===== config.mk =====
export PLATFORM = sky130hd
export DESIGN_NAME = ahb_lite_master_queued_rw
export DESIGN_NICKNAME = d
export VERILOG_FILES = /design/src/rtl/ahb_lite_master_queued_rw_pkg.sv /design/src/rtl/ahb_lite_master_queued_rw_fifo.sv /design/src/rtl/ahb_lite_master_queued_rw.sv
export SDC_FILE = /design/constraint.sdc
export NUM_CORES = 1
export LEC_CHECK = 0
export ABC_AREA = 1
export BUFFER_PORTS_ARGS = -buffer_cell sky130_fd_sc_hd__buf_4
export CORE_ASPECT_RATIO = 1.75
export CORE_MARGIN = 4
export CORE_UTILIZATION = 57
export CTS_CLUSTER_DIAMETER = 100
export DETAILED_ROUTE_END_ITERATION = 10
export PLACE_DENSITY = 0.79
export SETUP_SLACK_MARGIN = 0.05
export SYNTH_ARGS = -nofsm -noshare
export SYNTH_HDL_FRONTEND = slang
export SYNTH_SLANG_ARGS = --single-unit

===== constraint.sdc =====
create_clock -name HCLK -period 4.7 [get_ports HCLK]
set_input_delay 0.705 -clock HCLK [delete_from_list [all_inputs] [get_ports HCLK]]
set_output_delay 0.705 -clock HCLK [all_outputs]
set_load 0.1 [all_outputs]

===== src/rtl/ahb_lite_master_queued_rw_pkg.sv =====
// Shared AHB-Lite encodings and the local-reject helper for the queued master.
package ahb_lite_master_queued_rw_pkg;

   typedef enum logic [1:0] {
      HTRANS_IDLE   = 2'b00,
      HTRANS_NONSEQ = 2'b10
   } htrans_e;

   localparam logic [2:0] HBURST_SINGLE = 3'b000;
   localparam logic       HRESP_OKAY    = 1'b0;
   localparam logic       HRESP_ERROR   = 1'b1;

   // A command is refused locally when its size exceeds the bus width or its
   // address is not naturally aligned to that size.
   function automatic logic local_reject(input logic [7:0] addr_lo,
                                         input logic [2:0] size,
                                         input logic [2:0] max_size);
      logic [7:0] mask;
      mask = (8'd1 << size) - 8'd1;
      return (size > max_size) || ((addr_lo & mask) != 8'd0);
   endfunction

endpackage


===== src/rtl/ahb_lite_master_queued_rw_fifo.sv =====
// Synchronous command FIFO. Pushes while full and pops while empty are ignored.
module ahb_cmd_fifo #(
   parameter int WIDTH = 8,
   parameter int DEPTH = 4
) (
   input  logic             clk,
   input  logic             rst_n,
   input  logic             push,
   input  logic [WIDTH-1:0] wdata,
   input  logic             pop,
   output logic [WIDTH-1:0] rdata,
   output logic             full,
   output logic             empty
);
   localparam int PTR_W = $clog2(DEPTH);

   logic [PTR_W-1:0] wr_ptr_q, wr_ptr_d;
   logic [PTR_W-1:0] rd_ptr_q, rd_ptr_d;
   logic [PTR_W:0]   count_q, count_d;
   logic [WIDTH-1:0] mem_q [DEPTH];
   logic             do_push, do_pop;

   assign full    = (count_q == (PTR_W+1)'(DEPTH));
   assign empty   = (count_q == '0);
   assign do_push = push & ~full;
   assign do_pop  = pop & ~empty;
   assign rdata   = mem_q[rd_ptr_q];

   // Pointer and occupancy update; pointers wrap naturally at DEPTH.
   always_comb begin
      wr_ptr_d = wr_ptr_q;
      rd_ptr_d = rd_ptr_q;
      count_d  = count_q;
      if (do_push) wr_ptr_d = wr_ptr_q + PTR_W'(1);
      if (do_pop)  rd_ptr_d = rd_ptr_q + PTR_W'(1);
      case ({do_push, do_pop})
         2'b10:   count_d = count_q + (PTR_W+1)'(1);
         2'b01:   count_d = count_q - (PTR_W+1)'(1);
         default: count_d = count_q;
      endcase
   end

   // Pointer/count registers.
   always_ff @(posedge clk or negedge rst_n) begin
      if (!rst_n) begin
         wr_ptr_q <= '0;
         rd_ptr_q <= '0;
         count_q  <= '0;
      end else begin
         wr_ptr_q <= wr_ptr_d;
         rd_ptr_q <= rd_ptr_d;
         count_q  <= count_d;
      end
   end

   // Storage array; contents are don't-care while the FIFO is empty.
   always_ff @(posedge clk) begin
      if (do_push) mem_q[wr_ptr_q] <= wdata;
   end

endmodule


===== src/rtl/ahb_lite_master_queued_rw.sv =====
// Queued AHB-Lite master: command FIFO feeding an address stage (A) and a
// data stage (D). Single NONSEQ transfers, wait states, two-cycle ERROR with
// re-issue of the cancelled address phase, one in-order response per command.
module ahb_lite_master_queued_rw
   import ahb_lite_master_queued_rw_pkg::*;
#(
   parameter int ADDR_W     = 32,
   parameter int DATA_W     = 32,
   parameter int FIFO_DEPTH = 4
) (
   input  logic              HCLK,
   input  logic              HRESETn,
   input  logic              HREADY,
   input  logic              HRESP,
   input  logic [DATA_W-1:0] HRDATA,
   output logic [ADDR_W-1:0] HADDR,
   output logic              HWRITE,
   output logic [2:0]        HSIZE,
   output logic [1:0]        HTRANS,
   output logic [2:0]        HBURST,
   output logic [DATA_W-1:0] HWDATA,
   input  logic              cmd_valid,
   output logic              cmd_ready,
   input  logic [ADDR_W-1:0] cmd_addr,
   input  logic              cmd_write,
   input  logic [2:0]        cmd_size,
   input  logic [DATA_W-1:0] cmd_wdata,
   output logic              rsp_valid,
   output logic              rsp_write,
   output logic              rsp_error,
   output logic [DATA_W-1:0] rsp_rdata,
   output logic              busy
);
   localparam int MAX_SIZE = $clog2(DATA_W / 8);
   localparam int CMD_W    = ADDR_W + 1 + 3 + DATA_W;

   // FIFO interface
   logic              fifo_full, fifo_empty, fifo_push, fifo_pop;
   logic [CMD_W-1:0]  fifo_rdata;
   logic [ADDR_W-1:0] head_addr;
   logic              head_write;
   logic [2:0]        head_size;
   logic [DATA_W-1:0] head_wdata;
   logic              head_rej;

   // Address stage
   logic              a_valid_q, a_valid_d;
   logic              a_rej_q, a_rej_d;
   logic [ADDR_W-1:0] a_addr_q, a_addr_d;
   logic              a_write_q, a_write_d;
   logic [2:0]        a_size_q, a_size_d;
   logic [DATA_W-1:0] a_wdata_q, a_wdata_d;

   // Data stage
   logic              d_valid_q, d_valid_d;
   logic              d_write_q, d_write_d;
   logic [DATA_W-1:0] d_wdata_q, d_wdata_d;

   // Cancel flag for the second cycle of an ERROR response
   logic              cancel_q, cancel_d;

   // Response register
   logic              rsp_valid_q, rsp_valid_d;
   logic              rsp_write_q, rsp_write_d;
   logic              rsp_error_q, rsp_error_d;
   logic [DATA_W-1:0] rsp_rdata_q, rsp_rdata_d;

   // Pipeline control
   logic a_xfer, a_to_d, rej_retire, a_free, d_done;
   htrans_e htrans;

   assign fifo_push = cmd_valid & ~fifo_full;
   assign cmd_ready = ~fifo_full;

   ahb_cmd_fifo #(
      .WIDTH (CMD_W),
      .DEPTH (FIFO_DEPTH)
   ) u_fifo (
      .clk   (HCLK),
      .rst_n (HRESETn),
      .push  (fifo_push),
      .wdata ({cmd_addr, cmd_write, cmd_size, cmd_wdata}),
      .pop   (fifo_pop),
      .rdata (fifo_rdata),
      .full  (fifo_full),
      .empty (fifo_empty)
   );

   assign head_addr  = fifo_rdata[CMD_W-1 -: ADDR_W];
   assign head_write = fifo_rdata[DATA_W+3];
   assign head_size  = fifo_rdata[DATA_W+2 -: 3];
   assign head_wdata = fifo_rdata[DATA_W-1:0];
   assign head_rej   = local_reject(head_addr[7:0], head_size, 3'(MAX_SIZE));

   // Stage handoff: a rejected entry parks in A without a bus transfer and
   // retires only once D has drained, which keeps responses in order.
   always_comb begin
      a_xfer     = a_valid_q & ~a_rej_q;
      a_to_d     = a_xfer & HREADY & ~cancel_q;
      rej_retire = a_valid_q & a_rej_q & ~d_valid_q;
      a_free     = ~a_valid_q | a_to_d | rej_retire;
      fifo_pop   = a_free & ~fifo_empty;
      d_done     = d_valid_q & HREADY;
   end

   // Next state for A, D, cancel and the response register.
   always_comb begin
      a_valid_d   = a_valid_q;
      a_rej_d     = a_rej_q;
      a_addr_d    = a_addr_q;
      a_write_d   = a_write_q;
      a_size_d    = a_size_q;
      a_wdata_d   = a_wdata_q;
      d_valid_d   = d_valid_q;
      d_write_d   = d_write_q;
      d_wdata_d   = d_wdata_q;
      cancel_d    = cancel_q;
      rsp_valid_d = 1'b0;
      rsp_write_d = 1'b0;
      rsp_error_d = 1'b0;
      rsp_rdata_d = '0;

      if (a_free) begin
         a_valid_d = ~fifo_empty;
         if (!fifo_empty) begin
            a_rej_d   = head_rej;
            a_addr_d  = head_addr;
            a_write_d = head_write;
            a_size_d  = head_size;
            a_wdata_d = head_wdata;
         end
      end

      if (d_done) d_valid_d = 1'b0;
      if (a_to_d) begin
         d_valid_d = 1'b1;
         d_write_d = a_write_q;
         d_wdata_d = a_wdata_q;
      end

      // ERROR first cycle (HREADY low) arms cancel; HREADY high releases it.
      if (cancel_q) cancel_d = ~HREADY;
      else          cancel_d = d_valid_q & ~HREADY & (HRESP == HRESP_ERROR);

      if (d_done) begin
         rsp_valid_d = 1'b1;
         rsp_write_d = d_write_q;
         rsp_error_d = (HRESP == HRESP_ERROR);
         if (!d_write_q && (HRESP == HRESP_OKAY)) rsp_rdata_d = HRDATA;
      end else if (rej_retire) begin
         rsp_valid_d = 1'b1;
         rsp_write_d = a_write_q;
         rsp_error_d = 1'b1;
      end
   end

   // Pipeline state registers.
   always_ff @(posedge HCLK or negedge HRESETn) begin
      if (!HRESETn) begin
         a_valid_q   <= 1'b0;
         a_rej_q     <= 1'b0;
         a_addr_q    <= '0;
         a_write_q   <= 1'b0;
         a_size_q    <= 3'd0;
         a_wdata_q   <= '0;
         d_valid_q   <= 1'b0;
         d_write_q   <= 1'b0;
         d_wdata_q   <= '0;
         cancel_q    <= 1'b0;
         rsp_valid_q <= 1'b0;
         rsp_write_q <= 1'b0;
         rsp_error_q <= 1'b0;
         rsp_rdata_q <= '0;
      end else begin
         a_valid_q   <= a_valid_d;
         a_rej_q     <= a_rej_d;
         a_addr_q    <= a_addr_d;
         a_write_q   <= a_write_d;
         a_size_q    <= a_size_d;
         a_wdata_q   <= a_wdata_d;
         d_valid_q   <= d_valid_d;
         d_write_q   <= d_write_d;
         d_wdata_q   <= d_wdata_d;
         cancel_q    <= cancel_d;
         rsp_valid_q <= rsp_valid_d;
         rsp_write_q <= rsp_write_d;
         rsp_error_q <= rsp_error_d;
         rsp_rdata_q <= rsp_rdata_d;
      end
   end

   // Bus and response outputs, all derived from registered state.
   always_comb begin
      htrans    = (a_xfer && !cancel_q) ? HTRANS_NONSEQ : HTRANS_IDLE;
      HTRANS    = htrans;
      HADDR     = a_addr_q;
      HWRITE    = a_write_q;
      HSIZE     = a_size_q;
      HBURST    = HBURST_SINGLE;
      HWDATA    = (d_valid_q && d_write_q) ? d_wdata_q : '0;
      rsp_valid = rsp_valid_q;
      rsp_write = rsp_write_q;
      rsp_error = rsp_error_q;
      rsp_rdata = rsp_rdata_q;
      busy      = ~fifo_empty | a_valid_q | d_valid_q;
   end

endmodule

---- Word level (Yosys, flattened, before mapping) ----
Memory sizes are Yosys's and may differ from the RTL's.
Cells that the tools add are included.
storage, ports and cells
  bits in registers ....................... 147
  bits in writable memories ............... 272
  bits of input ports ..................... 105
  output and inout bits ................... 110
  logic and storage cells ................. 79
  memories ................................ 1
memory list
  name          words  bits a word  read ports  clocked after memory_dff  wr ports  RTL line                              RTL
  u_fifo.mem_q  4      68           1           0                         1         ahb_lite_master_queued_rw_fifo.sv:20  logic [WIDTH-1:0] mem_q [DEPTH];
cells by class
  $add $sub $neg .......................... 5
  order comparisons ....................... 1
  equality and inequality tests ........... 3
  shift operators ......................... 1
  muxes and demuxes ....................... 15
  bitwise operators ....................... 25
  reduce and logical (&&, ||, !) cells .... 11
operators by type and width
  operator               count
  $mux W32               3
  $and A1 B1 Y1          12
  $mux W1                10
  $and A8 B8 Y8          1
  $not A1 Y1             8
  $reduce_bool A8 Y1     1
  $shl A1 B3 Y8 const A  1
  $sub A8 B1 Y8 const B  1
  $pmux W3 S2            1
  $add A2 B1 Y2 const B  2
  $or A1 B1 Y1           4
  $reduce_bool A2 Y1     2
  $add A3 B1 Y3 const B  1
  $eq A3 B3 Y1 const B   1
  $gt A3 B2 Y1 const B   1
  $logic_and A1 B1 Y1    3
  $logic_not A3 Y1       1
  $sub A3 B1 Y3 const B  1
  $eq A2 B1 Y1 const B   1
  $eq A2 B2 Y1 const B   1
  $logic_not A1 Y1       2
  $mux W2                1
  $reduce_and A2 Y1      1
  $logic_or A1 B1 Y1     1

---- Longest topological paths before layout ----
  depth in word-level cells ............... 10
  gate-level depth with buffers ........... 13

---- By module ----
A second synthesis with hierarchy kept.
second synthesis, totals
  cell total of the unflattened synthesis .. 1,443
  area total of the unflattened synthesis .. 16,859.9 um2
modules (own cells, without submodules)
  module                     instances  cells each  area an instance (um2)  seq. area each (um2)
  ahb_cmd_fifo               1          855         11,353.4                8,343.0
  ahb_lite_master_queued_rw  1          588         5,506.5                 3,503.4

---- Least setup slack after synthesis ----
OpenSTA, ideal clock, no wires.
  path type ............................... reg2reg
  from .................................... register u_fifo.count_q[0]
  to ...................................... memory u_fifo.mem_q[0][0] (netlist bit) (enable)
  setup time .............................. 495 ps
  data arrival time ....................... 4,506 ps
  required time ........................... 4,205 ps
  setup slack ............................. -300 ps
  cell stages (with the launch flop) ...... 5
  buffers on the path ..................... 0
  cell sequence ........................... dfrtp_1 > inv_1 > nand3_1 > nand2_1 > nor2_1
on the way
  cells in the longest elaborated chain, start to end .. 6
RTL lines
  item                             RTL line                              RTL
  from (decl)                      ahb_lite_master_queued_rw_fifo.sv:19  logic [PTR_W:0] count_q, count_d;
  from (signal assigned)           ahb_lite_master_queued_rw_fifo.sv:52  count_q <= count_d;
  $eq A3 B3 Y1 *                   ahb_lite_master_queued_rw_fifo.sv:23  assign full = (count_q == (PTR_W+1)'(DEPTH));
  $not A1 Y1 *                     -
  named net cmd_ready              ahb_lite_master_queued_rw.sv:23       output logic cmd_ready,
  $and A1 B1 Y1                    ahb_lite_master_queued_rw.sv:72       assign fifo_push = cmd_valid & ~fifo_full;
  $and A1 B1 Y1 *                  ahb_lite_master_queued_rw_fifo.sv:25  assign do_push = push & ~full;
  $mux W1 *                        ahb_lite_master_queued_rw_fifo.sv:58  if (do_push) mem_q[wr_ptr_q] <= wdata;
  $mux W1 (not written as such) *  ahb_lite_master_queued_rw_fifo.sv:58
  to (decl)                        ahb_lite_master_queued_rw_fifo.sv:20
The timed path passes the listed nets; every way through them passes the cells marked *.

---- Worst setup path in the final report ----
  from .................................... register a_rej_q
  to ...................................... register u_fifo.count_q[2]
on the way
  cells in the longest elaborated chain, start to end .. 10
RTL lines
  item                                                      RTL line                              RTL
  from (decl)                                               ahb_lite_master_queued_rw.sv:48       logic a_rej_q, a_rej_d;
  from (signal assigned)                                    ahb_lite_master_queued_rw.sv:176      a_rej_q <= a_rej_d;
  $not A1 Y1                                                ahb_lite_master_queued_rw.sv:98       a_xfer = a_valid_q & ~a_rej_q;
  $and A1 B1 Y1                                             ahb_lite_master_queued_rw.sv:98
  $and A1 B1 Y1 (2 in a row)                                ahb_lite_master_queued_rw.sv:99       a_to_d = a_xfer & HREADY & ~cancel_q;
  $or A1 B1 Y1                                              ahb_lite_master_queued_rw.sv:101      a_free = ~a_valid_q | a_to_d | rej_retire;
  $or A1 B1 Y1 *                                            ahb_lite_master_queued_rw.sv:101
  $and A1 B1 Y1 *                                           ahb_lite_master_queued_rw.sv:102      fifo_pop = a_free & ~fifo_empty;
  $and A1 B1 Y1 *                                           ahb_lite_master_queued_rw_fifo.sv:26  assign do_pop = pop & ~empty;
  $eq A2 B1 Y1 / $eq A2 B2 Y1 (equally long branches)       ahb_lite_master_queued_rw_fifo.sv:36  case ({do_push, do_pop})
  $pmux W3 S2 / $reduce_bool A2 Y1 (equally long branches)  -
Mark *: on every way between the ends. The rest lies on a longest branch, timed or not.
A chain may end at the register's enable or synchronous reset.

==> summary by stage <==
Final layout
The net count of the finished layout is 1618. Leaving out fill and tap cells, the most frequent cells in the layout are 279 x sky130_fd_sc_hd__nor2_1, 272 x sky130_fd_sc_hd__edfxtp_1, 219 x sky130_fd_sc_hd__buf_4. The cell area after layout is roughly 0.019 mm2. Leaving out fill and tap cells, the most frequent cell in the layout is sky130_fd_sc_hd__nor2_1. The number of standard cells in the final layout excluding fillers is 1903. The layout cell share with drive strength beyond 1 is 0.185.

The utilization after layout is 0.693. The area growth from synthesis to layout is 18.9%.

Floorplanning
The number of top-level pins is 215. The initialized floorplan defines 80 standard-cell rows. The initial core utilization is 0.582. The region available for standard cell placement spans between 0.02 and 0.03 mm2. From left edge to right edge, the die measures 135 um.

The die covers 0.0309 mm2. The vertical die dimension is roughly 230 um.

Clock network
The number of hold buffers added after CTS was 0. The clock net sink count is 419. TritonCTS built the clock tree. The clock reaches the later pin of the worst-skew pair after between 0.5 and 0.6 ns. The post-cts repair resize count is 0. The number of buffers on the longest clock path is 3. The setup fix buffers added after clock tree synthesis is 0. The tree is rooted in a sky130_fd_sc_hd__clkbuf_16.

Clock-pin slew was measured on the worst setup and hold paths at roughly 0.060 ns. The CTS H-tree depth is 2. Counting the buffers created by CTS gives 36.

Critical path
The critical path data arrival time is ~3.5 ns. Traced cell by cell, the critical path runs through inv_1, nand4_4, nand2_1, nand2_1, inv_4, ha_1, inv_1, fa_1, a21oi_1, o21ai_0, xor2_1. The cell type of the slowest stage on the worst timing path is sky130_fd_sc_hd__inv_4. The worst setup path is launched from a register.

The biggest cell delay along the critical path is 0.67 ns. The endpoint type of the worst setup path is a register. The highest net fanout along the worst path is 61.

The cell count of the worst reg-to-reg path is 11. The critical path is of the register to register type. STA puts the critical path data required time at 5.10 ns.

Power
VDD sags by at most between 0.6 and 0.7 mV. The static power due to leakage is 7.72 nW. The overall power of the completed layout is 13.7 mW.

The power density of the placed cells is 720 mW/mm2.

STA
The final setup skew is 0.0159 ns. The clock period minus final worst setup slack is 3.09 ns. The maximum clock frequency is 324 MHz. The worst hold slack is 0.183 ns. The final hold violation count is 0.

The number of max-slew violations in the final report was 0. The measured slew at the worst slew-check pin is ~1.1 ns. The worst path meets setup with 1.61 ns of slack. The share of the clock period used by the worst path after layout is 0.658. Setup repair after global routing left no endpoint under its margin.

The total setup violations reported at the end of the flow is 0. For the final routed database, the setup TNS stands at 0 ns. The max-slew headroom at the worst pin is 0.256.

Route
After detailed routing, the number of remaining DRC violations is 0. In the final routed layout, each cell accounts on average for 17.8 um. The number of vias after detailed routing is roughly 10000. The total iterations of the first detailed-routing run is 5. In this run the remaining antenna-violating nets after routing total 0. After detailed routing, the number of vias per cell comes to 5.38. The routed design has approximately 34000 um of wire. The DRC violation total after the first TritonRoute iteration is 673.

Synth
The count of unique library cells instantiated by Yosys is 27. The synthesized design contains 419 register bits. Synthesis produced a netlist whose cell count is 1321. The sequential fraction of the synthesis area is 0.742. The cell area that synthesis handed to floorplanning was ~0.016 mm2. The warning count from the yosys run is 0. Dividing the synthesized area by the synthesized cell count gives roughly 12 um2.

GRT
The pin count of the biggest net entering global routing is 103. The initial antenna violation count came to 1. The total overflow left after global routing is 0. The global router's overall resource usage is 0.219. The number of global-route vias before repair is 10300. The first global-routing pass estimated 52700 um of wire.

Placement
The wire-length estimate of the detail-placed layout is 20600 um. At the end of routability-driven placement, the weighted congestion stood at 0.788. Summing all placed instances gives a cell area of 0.0178 mm2. Port buffering added between 200 and 250 buffers. The post-placement worst setup slack is between 1 and 1.5 ns. The number of cells in the design after placement is 1837.

Hold path
The min-delay analysis places its worst path in the category input pin to async pin.

Outcome
The run finished with clean final reports.

Job
The tool flagged a number of max-cap violations equal to 0.
flip-flops by register name (all words and copies together), names as in the netlist, 2 cells and up:
signal	flops
u_fifo.count_q	3
u_fifo.wr_ptr_q	2
u_fifo.rd_ptr_q	2
rsp_rdata	32
a_wdata_q	32
u_fifo.mem_q	272
HADDR	32
d_wdata_q	32
HSIZE	3
area by class of cell:
cell class	instances	area, um2
clock buffer	54	1050
clock inverter	11	133
multi-input combinational	736	3440
sequential	419	11900
antenna	1	2.50
timing repair buffer	223	1720
tap	369	462
fill	1945	8430
inverter	90	343
power by group:
group | total [mW] | internal [mW] | leakage [nW] | switching, mW
Combinational | 5.31 | 1.31 | 2.86 | 4.00
Clock | 2.94 | 1.71 | 0.578 | 1.23
Sequential | 5.43 | 5.01 | 4.29 | 0.424
Total | 13.7 | 8.03 | 7.72 | 5.65
per-layer routing:
| metal | part of all wire | track usage | up-vias |
|---|---|---|---|
| met5 | 0 | 0 | - |
| met4 | 0.045 | 0.102 | 0 |
| met3 | 0.064 | 0.0402 | 86 |
| met2 | 0.53 | 0.403 | 367 |
| met1 | 0.36 | 0.242 | 4924 |
| li1 | - | - | 4856 |
logic make-up (layout without fill, tap and decap cells):
kind of cell             count (synthesis)  count (layout)  share of synthesized area
flip-flops                             419             419                      0.742
XOR/XNOR                                 4               4                    0.00219
AO/OA/AOI/OAI                          249             249                     0.0828
adder cells (fa/ha/maj)                  7               7                    0.00595
other                                    1               5                   0.000235
AND/OR/NAND/NOR                        472             472                      0.121
buffers and inverters                  169             378                     0.0459
synthesized netlist by cell type:
cell                       instances  area, um2
sky130_fd_sc_hd__nor3b_1          32        240
sky130_fd_sc_hd__o22ai_1          23        144
sky130_fd_sc_hd__nand4_1           1       6.26
sky130_fd_sc_hd__o21ai_1           9       45.0
sky130_fd_sc_hd__nand3_1          23        115
sky130_fd_sc_hd__clkbuf_1         26       97.6
sky130_fd_sc_hd__conb_1            1       3.75
sky130_fd_sc_hd__fa_1              1       20.0
sky130_fd_sc_hd__o21ai_0         163        816
sky130_fd_sc_hd__xor2_1            3       26.3
sky130_fd_sc_hd__edfxtp_1        272       8170
sky130_fd_sc_hd__xnor2_1           1       8.76
sky130_fd_sc_hd__buf_4            13       97.6
sky130_fd_sc_hd__buf_6             1       11.3
sky130_fd_sc_hd__buf_1             5       18.8
sky130_fd_sc_hd__nand3b_1          1       7.51
sky130_fd_sc_hd__a31oi_1          38        238
sky130_fd_sc_hd__nand2_1         129        484
sky130_fd_sc_hd__dfrtp_1         147       3680
sky130_fd_sc_hd__inv_1            87        327
sky130_fd_sc_hd__nor2_1          283       1060
sky130_fd_sc_hd__buf_2            34        170
sky130_fd_sc_hd__ha_1              6       75.1
sky130_fd_sc_hd__a21oi_1          16       80.1
sky130_fd_sc_hd__inv_2             3       11.3
sky130_fd_sc_hd__nor3_1            2       10.0
sky130_fd_sc_hd__nand4_2           1       12.5
worst max-delay path: cells and delay by family (launching register included):
family          cells  cell delay (ns)
compound gates      2             0.26
xor+xnor            1             0.15
fa+ha+maj           2             0.62
buf+inv             3             0.88
flops               1             0.45
simple gates        3             0.60
final timing paths:
check | startpoint | end | slack [ns]
worst max-delay path | a_rej_q | u_fifo.count_q[2] | 1.61
worst min-delay path | HRESETn | HADDR[27] | 0.18
worst max register to register | a_rej_q | u_fifo.count_q[2] | 1.61
worst min register to register | u_fifo.count_q[0] | u_fifo.count_q[0] | 0.48
max in group asynchronous | HRESETn | a_rej_q | 3.61
min in group HCLK | cmd_size[2] | u_fifo.mem_q[0][34] | 0.37
Note: power is estimated with default switching activity, not from simulation.
